File: config.mk
export PLATFORM = sky130hd
export DESIGN_NAME = pipeline_hazard_ctrl
export DESIGN_NICKNAME = d
export VERILOG_FILES = /design/src/rtl/pipe_ctrl_pkg.sv /design/src/rtl/pipe_perf_counter.sv /design/src/rtl/pipeline_hazard_ctrl.sv
export SDC_FILE = /design/constraint.sdc
export NUM_CORES = 1
export LEC_CHECK = 0
export CAP_MARGIN = 40
export CORE_MARGIN = 2
export CORE_UTILIZATION = 33
export DETAILED_ROUTE_END_ITERATION = 10
export GPL_TIMING_DRIVEN = 0
export PLACE_DENSITY_LB_ADDON = 0.08
export SLEW_MARGIN = 20
export SYNTH_ARGS = -nofsm -noshare
export SYNTH_HDL_FRONTEND = slang
export SYNTH_SLANG_ARGS = --single-unit
File: constraint.sdc
create_clock -name clk -period 2.45 [get_ports clk]
set_clock_uncertainty 0.1 [all_clocks]
set_input_delay 0.49 -clock clk [delete_from_list [all_inputs] [get_ports clk]]
set_output_delay 0.49 -clock clk [all_outputs]
set_load 0.02 [all_outputs]
File: src/rtl/pipe_ctrl_pkg.sv
// Shared definitions for the pipeline stall/flush sequencer:
// controller state encoding and the default data-memory watchdog limit.
package pipe_ctrl_pkg;

    typedef enum logic [1:0] {
        RUN      = 2'd0,
        MEM_WAIT = 2'd1,
        ERR      = 2'd2
    } state_e;

    localparam int DEFAULT_MEM_TIMEOUT = 16;

endpackage

File: src/rtl/pipe_perf_counter.sv
// Saturating performance counter: counts cycles with inc=1 and sticks at
// all-ones. Synchronous active-high reset clears it.
module pipe_perf_counter #(
    parameter int CNT_W = 32
) (
    input  logic             clk,
    input  logic             reset,
    input  logic             inc,
    output logic [CNT_W-1:0] count
);

    logic [CNT_W-1:0] count_q;
    logic [CNT_W-1:0] count_d;

    // Next count: clear on reset, otherwise increment unless already saturated
    always_comb begin
        count_d = count_q;
        if (reset) begin
            count_d = '0;
        end else if (inc && (count_q != {CNT_W{1'b1}})) begin
            count_d = count_q + CNT_W'(1);
        end
    end

    // Count register
    always_ff @(posedge clk) begin
        count_q <= count_d;
    end

    assign count = count_q;

endmodule

File: src/rtl/pipeline_hazard_ctrl.sv
// Central stall/flush sequencer for the 5-stage pipeline. Drives hold-enables
// and bubble-flush strobes for PC, IF/ID, ID/EX, EX/MEM and MEM/WB.
// Priority: data-memory wait > taken branch in MEM > load-use hazard.
// A watchdog moves to a sticky error state if data memory never answers.
// Optional performance counters are built when PIPE_CTRL_PERF_EN is defined;
// otherwise stall_cycles and flush_count read as zero.
module pipeline_hazard_ctrl
    import pipe_ctrl_pkg::*;
#(
    parameter int MEM_TIMEOUT = DEFAULT_MEM_TIMEOUT,
    parameter int CNT_W       = 32
) (
    input  logic             clk,
    input  logic             reset,
    input  logic [4:0]       id_rs1,
    input  logic [4:0]       id_rs2,
    input  logic             id_use_rs1,
    input  logic             id_use_rs2,
    input  logic [4:0]       ex_rd,
    input  logic             ex_memread,
    input  logic             mem_req,
    input  logic             dmem_ready,
    input  logic             mem_branch_taken,
    output logic             pc_en,
    output logic             if_id_en,
    output logic             id_ex_en,
    output logic             ex_mem_en,
    output logic             mem_wb_en,
    output logic             if_id_flush,
    output logic             id_ex_flush,
    output logic             ex_mem_flush,
    output logic             mem_wb_flush,
    output logic [1:0]       state,
    output logic             mem_err,
    output logic [CNT_W-1:0] stall_cycles,
    output logic [CNT_W-1:0] flush_count
);

    localparam int             WD_W   = $clog2(MEM_TIMEOUT + 1);
    localparam logic [WD_W-1:0] WD_MAX = WD_W'(MEM_TIMEOUT);

    state_e          state_q, state_d;
    logic [WD_W-1:0] wd_q, wd_d;
    logic            mem_err_q, mem_err_d;

    logic lu_hazard;
    logic mem_stall;
    logic active;

    // A dropped mem_req during the wait counts as a completed access
    assign mem_stall = mem_req & ~dmem_ready;
    assign lu_hazard = ex_memread && (ex_rd != 5'd0) &&
                       ((id_use_rs1 && (id_rs1 == ex_rd)) ||
                        (id_use_rs2 && (id_rs2 == ex_rd)));
    // RUN and MEM_WAIT share the same priority rules; MEM_WAIT simply keeps
    // hitting the memory-stall rule until the access completes.
    assign active = ~reset & ((state_q == RUN) | (state_q == MEM_WAIT));

    // Enable/flush outputs from state and current hazards, highest priority first
    always_comb begin
        pc_en        = 1'b0;
        if_id_en     = 1'b0;
        id_ex_en     = 1'b0;
        ex_mem_en    = 1'b0;
        mem_wb_en    = 1'b0;
        if_id_flush  = 1'b0;
        id_ex_flush  = 1'b0;
        ex_mem_flush = 1'b0;
        mem_wb_flush = 1'b0;
        if (active) begin
            if (mem_stall) begin
                // Freeze everything up to MEM; let WB drain with a bubble
                mem_wb_en    = 1'b1;
                mem_wb_flush = 1'b1;
            end else if (mem_branch_taken) begin
                // PC takes the target; squash the three younger instructions
                {pc_en, if_id_en, id_ex_en, ex_mem_en, mem_wb_en} = 5'b11111;
                if_id_flush  = 1'b1;
                id_ex_flush  = 1'b1;
                ex_mem_flush = 1'b1;
            end else if (lu_hazard) begin
                // Hold PC and IF/ID for one cycle, inject a bubble into EX
                id_ex_en    = 1'b1;
                ex_mem_en   = 1'b1;
                mem_wb_en   = 1'b1;
                id_ex_flush = 1'b1;
            end else begin
                {pc_en, if_id_en, id_ex_en, ex_mem_en, mem_wb_en} = 5'b11111;
            end
        end
    end

    // Next state, watchdog and sticky error
    always_comb begin
        state_d   = state_q;
        wd_d      = wd_q;
        mem_err_d = mem_err_q;
        if (reset) begin
            state_d   = RUN;
            wd_d      = '0;
            mem_err_d = 1'b0;
        end else begin
            case (state_q)
                RUN: begin
                    if (mem_stall) begin
                        state_d = MEM_WAIT;
                        wd_d    = WD_W'(1);
                    end
                end
                MEM_WAIT: begin
                    if (!mem_stall) begin
                        // A response on the limit cycle is still accepted
                        state_d = RUN;
                        wd_d    = '0;
                    end else if (wd_q >= WD_MAX) begin
                        state_d   = ERR;
                        mem_err_d = 1'b1;
                    end else begin
                        wd_d = wd_q + WD_W'(1);
                    end
                end
                ERR: begin
                    state_d = ERR;
                end
                default: begin
                    state_d = RUN;
                    wd_d    = '0;
                end
            endcase
        end
    end

    // Control registers
    always_ff @(posedge clk) begin
        state_q   <= state_d;
        wd_q      <= wd_d;
        mem_err_q <= mem_err_d;
    end

    assign state   = state_q;
    assign mem_err = mem_err_q;

`ifdef PIPE_CTRL_PERF_EN
    logic stall_inc;
    logic flush_inc;

    assign stall_inc = ~reset & ~pc_en;
    assign flush_inc = active & ~mem_stall & mem_branch_taken;

    pipe_perf_counter #(.CNT_W(CNT_W)) u_stall_cnt (
        .clk   (clk),
        .reset (reset),
        .inc   (stall_inc),
        .count (stall_cycles)
    );

    pipe_perf_counter #(.CNT_W(CNT_W)) u_flush_cnt (
        .clk   (clk),
        .reset (reset),
        .inc   (flush_inc),
        .count (flush_count)
    );
`else
    assign stall_cycles = '0;
    assign flush_count  = '0;
`endif

endmodule

Word level (Yosys, flattened, before mapping):

Cells that the tools add are included.

* add/sub/neg operators: 1
* order comparisons: 1
* equal/unequal tests: 7
* muxes and demuxes: 24
* bitwise gates (word level): 6
* reductions and logical operators: 10

Operators by type and width (number)
* two-way mux 1 bit: 16
* two-way mux 5 bit: 3
* case mux 5 bit (3 select lines): 1
* equality test 5 bit: 2
* two-way mux 2 bit: 3
* case mux 2 bit (3 select lines): 1
* AND reduction 3 bit: 2
* adder 5 x 1 -> 5 bit (second input constant): 1
* greater-or-equal comparator 5 bit (second input constant): 1
* nonzero test 5 bit: 1
* logical AND 1 bit: 4
* != test 3 x 2 -> 1 bit (second input constant): 1
* != test 3 bit (second input constant): 1
* NOT 1 bit: 3
* bitwise AND 1 bit: 2
* equality test 2 x 1 -> 1 bit (second input constant): 1
* equality test 2 bit (second input constant): 1
* zero test 2 bit: 1
* != test 2 bit (second input constant): 1
* AND reduction 2 bit: 1
* logical OR 1 bit: 1
* OR 1 bit: 1

* register bits after elaboration: 8
* input port bits: 23
* word-level logic and storage cells: 52

Depth between registers and ports, before layout:

* depth in word-level cells: 8
* depth in mapped cells: 5
* mapped depth without buffers: 4

Worst setup path after synthesis:

No wires, ideal clock.

* path type: input -> output
* start: input port reset
* end: output port id_ex_flush
* arrival time: 1.944 ns
* data required time: 1.860 ns
* path slack: -0.084 ns
* stages: 4
* path buffers: 1
* path through: clkbuf_1 -> nor3_1 -> and2_1 -> o21bai_1

* cells in the longest elaborated chain, start to end: 3

Ends and longest elaborated chain
* start: declaration: RTL line pipeline_hazard_ctrl.sv:14 `input logic reset,`
* NOT 1 bit: RTL line pipeline_hazard_ctrl.sv:57 `assign active = ~reset & ((state_q == RUN) | (state_q == MEM_WAIT));`
* bitwise AND 1 bit: RTL line pipeline_hazard_ctrl.sv:57
* two-way mux 1 bit: RTL line pipeline_hazard_ctrl.sv:70 `if (active) begin`
* end: declaration: RTL line pipeline_hazard_ctrl.sv:30 `output logic id_ex_flush,`

No other way between the ends.

Final worst setup path:

* start: input port id_rs1[3]
* end: output port pc_en

* cells in the longest elaborated chain, start to end: 8

Ends and longest elaborated chain
* start: declaration: RTL line pipeline_hazard_ctrl.sv:15 `input logic [4:0] id_rs1,`
* equality test 5 bit: RTL line pipeline_hazard_ctrl.sv:53 `((id_use_rs1 && (id_rs1 == ex_rd)) ||`
* logical AND 1 bit: RTL line pipeline_hazard_ctrl.sv:53
* logical OR 1 bit: RTL line pipeline_hazard_ctrl.sv:53
* logical AND 1 bit: RTL line pipeline_hazard_ctrl.sv:52 `assign lu_hazard = ex_memread && (ex_rd != 5'd0) &&`
* two-way mux 1 bit: RTL line pipeline_hazard_ctrl.sv:81 `end else if (lu_hazard) begin`
* two-way mux 1 bit: RTL line pipeline_hazard_ctrl.sv:75 `end else if (mem_branch_taken) begin`
* two-way mux 1 bit: RTL line pipeline_hazard_ctrl.sv:71 `if (mem_stall) begin`
* two-way mux 1 bit: RTL line pipeline_hazard_ctrl.sv:70
* end: declaration: RTL line pipeline_hazard_ctrl.sv:24 `output logic pc_en,`

No other way between the ends.

==> results.md <==
* Fin cells at 279
* Hold Vio Cnt, Final at 0
* WHS at 371 ps
* Buf+Inv Stages, Crit Path at 3
* IO Port Bufs at 33
* CP peak stage delay at 310 ps
* Fillers at 303
* Layout net count at 261
* Total negative slack at 0 ps
* Grt total ovfl at 0
* Ports at 99
* Setup CP Type: in2out
* Period minus WS final at 2370 ps
* Placed Area at 0.00170 mm^2
* Critical path's slowest cell: o31a_1
* Worst reg2reg startpoint: state[1]
* Final setup violation count at 0
* Static Leak at 0.000973 uW
* Worst Path Arrival at 1780 ps
* Storage cell area at 160 um^2
* Clock slew at reported path FFs at 50 ps
* Die height at 61 um
* Clock Sinks at 8
* FF+latch count, synth at 8
* Area leader, netlist: buf_4
* Worst VDD drop at 120 uV
* Area of the multi-input gates at 678 um^2
* Via count at 992
* Worst hold path startpoint: mem_err
* Routed vias/inst at 3.56
* Warnings from Yosys at 0
* Die width at 61 um
* Remaining antenna violation count at 0
* Pwr/cell area at 300 mW/mm^2
* Top delay family on crit path: compound AO/OA/AOI/OAI gates
* Placed Instances at 274
* Initial DRC count at 35
* Max-cap violations at 0
* Clock Path Buffers at 2
* CTS root buffer: clkbuf_4
* CTS buffer count at 3
* WL final at 2.37 mm
* Final instance area at 0.00174 mm^2
* Worst Setup SP: id_rs1[3]
* Commonest cells after routing, fill and taps aside: buf_4, conb_1, clkdlybuf4s50_1, dfxtp_1
* Largest net degree at the start of global routing at 11
* Hold crit path type: reg2reg
* Unique cell type count in the Yosys netlist at 32
* Layout cell share with drive strength beyond 1 at 0.396
* DRC Markers at 0
* Outcome: completed
* Pre-antenna DRT Iters at 4
* Fmax at 422 MHz
* Slew Limit Fails at 0
* Final HPWL DP at 2.09 mm
* Critical-path cell list: clkdlybuf4s15_1 -> xor2_1 -> nor4_2 -> a32oi_2 -> o31a_1 -> buf_4 -> buf_6
* Area contributors post-synth: buf_4, dfxtp_1, xor2_1
* Startpoint Class: primary input
* Critical Path Fanout Max at 2
* Post-layout worst setup margin at 78.6 ps
* Period utilisation layout at 0.968
* Setup repair after global routing missed its margin: no
* Commonest non-fill, non-tap cell in the layout: buf_4
* DR WL/cell at 8.51 um
* Initial antenna violation count at 0
* H-tree levels at 1
* Layout area overhead at 62.1%
* CORE AREA at 0.00308 mm^2
* Clock latency on the worst-skew pair at 260 ps
* Post-Place Worst Slack at -700 ps
* CTS tree: built
* Initial Util at 0.348
* Row count at 20
* Avg Cell Area, Syn at 8.00 um^2
* Post-synth top area share at 0.469
* Sequential fraction of the synthesis area at 0.149
* Syn Std Cell Area at 0.00107 mm^2
* Tot GR Track Use at 0.128
* Synth Instances at 134
* Vias in the first global route at 891
* Critical Path RT at 1860 ps
* Synth Flop Type: dfxtp_1
* Endpoint class of the critical path: output port
* Ant diodes at 0
* FFs w/ async S/R, synth at 0
* Total Die Area at 0.00372 mm^2
* Global-route wire length before repair at 3.61 mm
* Number of synthesized flops with an enable pin at 0
* Placer congestion estimate at 0.758
==> worst paths after layout <==
path / to / slack (ps) / cells past startpoint
max: pc_en / 80 / 7
min reg2reg: mem_err / 370 / 2
max reg2reg: wd_q[2] / 1030 / 4
min: mem_err / 370 / 2
==> kinds of logic (layout without fill, tap and decap cells) <==
logic type                 count (synthesis)  in the layout  share of synthesized area
buffers and inverters                     70            108                      0.480
and+or+nand+nor                           25             25                      0.161
muxes                                      1              1                     0.0105
AOI/OAI and AO/OA                         17             17                     0.0945
xor gates and xnor gates                  11             11                     0.0899
adders and majority gates                  1              1                     0.0117
DFF                                        8              8                      0.149
other                                      1             64                    0.00350
==> metal layers <==
metal / up-vias / track usage / share of wire
met3: 3 / 0.0448 / 0.12
met5: - / 0 / 0
met4: 0 / 0.0373 / 0.0093
met1: 409 / 0.134 / 0.37
li1: 515 / - / -
met2: 65 / 0.238 / 0.50
==> area by class of cell <==
class | instances | area share
sequential | 8 | 0.0922
buffer | 69 | 0.294
clock buffer | 3 | 0.0130
inverter | 1 | 0.00216
multi-input combinational | 119 | 0.390
timing repair buffer | 35 | 0.177
tap | 44 | 0.0317
==> flip-flops by register name, summed over array words and instances (netlist names) <==
register / cells
mem_err: 1
state: 2
wd_q: 5
==> metrics by stage <==
step | total power, uW | util
final | 522 | 0.565
after global routing | 558 | 0.565
after floorplan | 352 | -
after detailed placement | 417 | 0.552
after CTS | 519 | 0.562
after global placement | 415 | 0.552
==> tightest hold or removal path: cells and delay by family (launching register included) <==
family / cells / cell delay, ps
AO/OA/AOI/OAI: 1 / 40
flip-flops: 1 / 330
AND/OR/NAND/NOR: 1 / 70
==> cells in the mapped netlist, drive strengths merged (2+ instances only) <==
library cell	instances
nor3b	2
o21ai	4
dfxtp	8
nor2b	3
nor2	5
a21oi	7
o21bai	2
xor2	8
or4	2
nor4	2
clkbuf	2
buf	67
xnor2	3
nand4b	2
and2	4
==> power by group <==
part,total (uW),switching [uW],internal [uW]
Clock,103,46.8,56.2
Combinational,283,153,130
Sequential,136,3.63,133
Total,522,203,318
==> what timing repair did <==
item | in CTS | in global routing
setup endpoints to repair | 8 | 6
cloned | 0 | 0
resized for setup | 64 | 10
setup buffers | 2 | 0
pin swaps | 9 | 5
hold buffers | 0 | 0
(Power assumes the default switching activity.)
